`config.mk`:
```
export PLATFORM = sky130hd
export DESIGN_NAME = register_bank
export DESIGN_NICKNAME = d
export VERILOG_FILES = /design/src/rtl/register_bank.sv
export SDC_FILE = /design/constraint.sdc
export NUM_CORES = 2
export LEC_CHECK = 0
export ABC_AREA = 1
export CAP_MARGIN = 30
export CELL_PAD_IN_SITES_DETAIL_PLACEMENT = 1
export CELL_PAD_IN_SITES_GLOBAL_PLACEMENT = 1
export CORE_ASPECT_RATIO = 1.4
export CORE_UTILIZATION = 29
export CTS_CLUSTER_SIZE = 30
export DETAILED_ROUTE_END_ITERATION = 6
export GPL_TIMING_DRIVEN = 1
export PLACE_DENSITY_LB_ADDON = 0.1
export SKIP_CTS_REPAIR_TIMING = 1
export SLEW_MARGIN = 20
export SYNTH_ARGS = -nofsm -noshare
export SYNTH_HDL_FRONTEND = slang
export SYNTH_SLANG_ARGS = --single-unit
export TNS_END_PERCENT = 1
```
`constraint.sdc`:
```
create_clock -name clk -period 3.4 [get_ports clk]
set_input_delay 0.34 -clock clk [delete_from_list [all_inputs] [get_ports clk]]
set_output_delay 0.34 -clock clk [all_outputs]
set_load 0.01 [all_outputs]
```
`src/rtl/register_bank.sv`:
```
// 32-entry register file: two combinational read ports, one synchronous write port.
// Optional same-cycle write-to-read forwarding is enabled by defining REGBANK_BYPASS_EN.
module register_bank #(
    parameter int          DATA_W  = 32,
    parameter int unsigned SP_INIT = 227
) (
    input  logic              clk,
    input  logic              reset,
    input  logic              RegWrite,
    input  logic [4:0]        ReadReg1,
    input  logic [4:0]        ReadReg2,
    input  logic [4:0]        WriteReg,
    input  logic [DATA_W-1:0] WriteData,
    output logic [DATA_W-1:0] ReadData1,
    output logic [DATA_W-1:0] ReadData2
);

    localparam logic [4:0]        SP_IDX = 5'd29;
    localparam logic [DATA_W-1:0] SP_VAL = DATA_W'(SP_INIT);

    logic [DATA_W-1:0] regs [0:31];
    logic              write_en;
    logic [DATA_W-1:0] stored1;
    logic [DATA_W-1:0] stored2;

    assign write_en = RegWrite && (WriteReg != 5'd0);

    // Entry 0 is only ever loaded with zero; reads of index 0 are forced to zero below anyway.
    always_ff @(posedge clk) begin
        if (reset) begin
            for (int i = 0; i < 32; i++) begin
                regs[i] <= (5'(i) == SP_IDX) ? SP_VAL : '0;
            end
        end else if (write_en) begin
            regs[WriteReg] <= WriteData;
        end
    end

    always_comb begin
        stored1 = '0;
        stored2 = '0;
        if (ReadReg1 != 5'd0) stored1 = regs[ReadReg1];
        if (ReadReg2 != 5'd0) stored2 = regs[ReadReg2];
    end

`ifdef REGBANK_BYPASS_EN
    logic fwd1;
    logic fwd2;

    assign fwd1 = write_en && !reset && (WriteReg == ReadReg1);
    assign fwd2 = write_en && !reset && (WriteReg == ReadReg2);

    assign ReadData1 = fwd1 ? WriteData : stored1;
    assign ReadData2 = fwd2 ? WriteData : stored2;
`else
    assign ReadData1 = stored1;
    assign ReadData2 = stored2;
`endif

endmodule

```
==> summary.txt <==
Layout
  • Fraction of layout cells with a size suffix above 1: 8.65%
  • Most frequent cells in the layout: 2,028 x nand2_1, 1,784 x nor2_1, 1,024 x edfxtp_1
  • Post-route cell area: 0.0669 mm²
  • Synthesis-to-layout area growth: 18.6%
  • Most common cell after layout, fill and taps aside: nand2_1
  • Max FFs per register: 1,024
  • Biggest register: regs
  • Largest registers: regs: 1024 flops
  • Fillers: 22,699
  • Nets: 7,320
  • Fin util: 34.6%

Timing
  • Slew HR: 43.9%
  • FMAX: 309 MHz
  • Setup TNS: 0 ns
  • Finish-stage setup viols: 0
  • Unrepaired setup endpoints after global routing: false
  • Worst Tran Pin Value: 0.834 ns
  • Final hold violations: 0
  • Final Max Slew Viols: 0
  • Final period util: 95.3%
  • Fin crit period: 3.24 ns

Synthesis
  • Mapped Cells: 7,256
  • Yosys warning count: 0
  • Sequential share of the synthesized area: 54.5%
  • Mapped cell area: 0.0564 mm²
  • Synth top area cells: edfxtp_1 55%, nand2_1 14%, nor2_1 12%
  • Seq cells post-synth: 1,024
  • Synth area leader: edfxtp_1
  • Syn avg cell area: 7.77 µm²
  • Top cell type's share of synthesized area: 54.5%
  • Synth cell types: 19

GRT
  • Largest net degree at the start of global routing: 91
  • First-pass GRT wire length: 399 mm
  • All-layer global routing usage: 28.3%
  • Initial antenna violation count: 5
  • Gr ovfl total: 0
  • Vias in the first global route: 54,094

Routing
  • Post-DRT Antenna Nets: 0
  • Via count: 53,151
  • Drt wl/cell: 28.5 µm
  • 1st-iter DRT viols: 4,408
  • Vias per inst: 5.38
  • DRC: 0
  • Routed wire length: 282 mm
  • DRT Pass-1 Iters: 5

CTS
  • Longest Clk Path Bufs: 3
  • Clock sink count: 1,024
  • Clock Pin Slew Worst Setup and Hold Paths: 0.06 ns
  • CTS buffer count: 118
  • CTS H-tree lvls: 3
  • CTS tree: done
  • Root buffer cell: clkbuf_16

Floorplanning
  • Die ar.: 0.196 mm²
  • Width of the die: 375 µm
  • Die Span Y: 524 µm
  • IO Pins: 114
  • Starting Density: 29.2%
  • Std-Cell Rows: 191
  • Core ar.: 0.193 mm²

Power and ir drop
  • Sw Pwr: 9.63 mW
  • Logic pwr share: 14.7%
  • Power Dens Cells: 504 mW/mm²
  • Clock Power Share: 40.9%
  • Int Power: 24.1 mW
  • Max VDD drop: 0.384 mV
  • Leak: 27.3 nW
  • Power share of the sequential group: 44.3%
  • Net Sw Frac: 28.6%

Worst setup path
  • Crit. Startpoint: ReadReg1[2]
  • CP Data Required Time: 3.06 ns
  • Worst Path Arrival: 2.90 ns
  • CP startpoint kind: primary input
  • Crit Path Category: in -> out
  • Crit. End Element: primary output
  • Crit Path Max Fanout: 9

Min path
  • Hold path start: reset
  • Hold Path Cell Cnt: 2
  • Hold path endpoint: regs[0][29]
  • Min-delay worst type: in -> reg

Placement
  • Port Buf Inserts: 113
  • Post-DP HPWL: 176 mm
  • Area after DPL: 0.0628 mm²
  • Gpl congestion: 0.843

Run status
  • Outcome: finished, final reports clean

Flow run
  • Max-cap violation count: 0
logic make-up (layout without fill, tap and decap cells):
group	Yosys count	after routing	share of synthesized area, %
AO/OA/AOI/OAI	579	579	5.24
buffers and inverters	784	871	5.63
other	1	33	0.00665
flip-flops	1024	1024	54.5
AND/OR/NAND/NOR	4868	4868	34.6
worst max-delay path: stages:
cell and delay [ns]:
buf_4 0.21, inv_4 0.07, nor2_4 0.43, inv_1 0.22
buf_4 0.25, a21oi_1 0.16, nor2_1 0.07, nand2_1 0.12
nand2_1 0.07, nor2_1 0.29, clkdlybuf4s50_1 0.63
cell usage after synthesis (all sizes together):
master  instances
edfxtp       1024
o21ai         435
conb            1
o211ai         23
inv           154
buf           251
nand3         984
clkbuf        376
nand2        2089
nor2         1786
nor3            8
clkinv          3
nand4           1
a21oi         121
worst max-delay path by stage:
stage	end	slack, ns	depth (start not counted)
after global routing	ReadData1[27]	0.07	11
after floorplan	regs[29][0]	0.95	7
after global placement	regs[19][22]	0.13	12
after detailed placement	ReadData1[27]	0.12	11
after CTS	ReadData2[7]	0.11	9
final	ReadData1[27]	0.16	11
per-stage QoR:
step	std cells	hold WS (ns)	setup slack, ns	power, mW
global route	9884	0.333	0.0657	34.8
detailed placement	9658	1.11	0.118	20.2
CTS	9882	0.282	0.108	34.0
global placement	9658	1.11	0.129	20.1
floorplan	7287	0.579	0.946	17.6
finish	9884	0.323	0.160	33.7
power by group through the flow:
stage / combinational [mW] / clock [mW] / sequential (mW)
after floorplan: 2.52 / 0 / 15.1
after global placement: 4.93 / 0 / 15.2
after detailed placement: 4.97 / 0 / 15.2
after CTS: 4.99 / 14.0 / 14.9
after global routing: 5.35 / 14.5 / 15.0
final: 4.97 / 13.8 / 15.0
final cells by class:
type	instances	area, µm²	share of cell area [%]
Tap cell	2509	3140	4.69
Inverter	157	632	0.945
Sequential cell	1024	30700	46.0
Multi-Input combinational cell	5479	22800	34.0
Antenna cell	1	2.50	0.00374
Clock inverter	83	920	1.38
Clock buffer	141	3120	4.67
Timing Repair Buffer	490	5550	8.29
per-layer routing:
metal / routed length [µm] / track usage [%] / vias up
met4: 8880 / 9.10 / 6
met2: 141000 / 50.3 / 1619
met1: 118000 / 35.8 / 27291
met5: 34 / 0 / -
li1: - / - / 23806
met3: 13900 / 2.70 / 429
(Power assumes the default switching activity.)
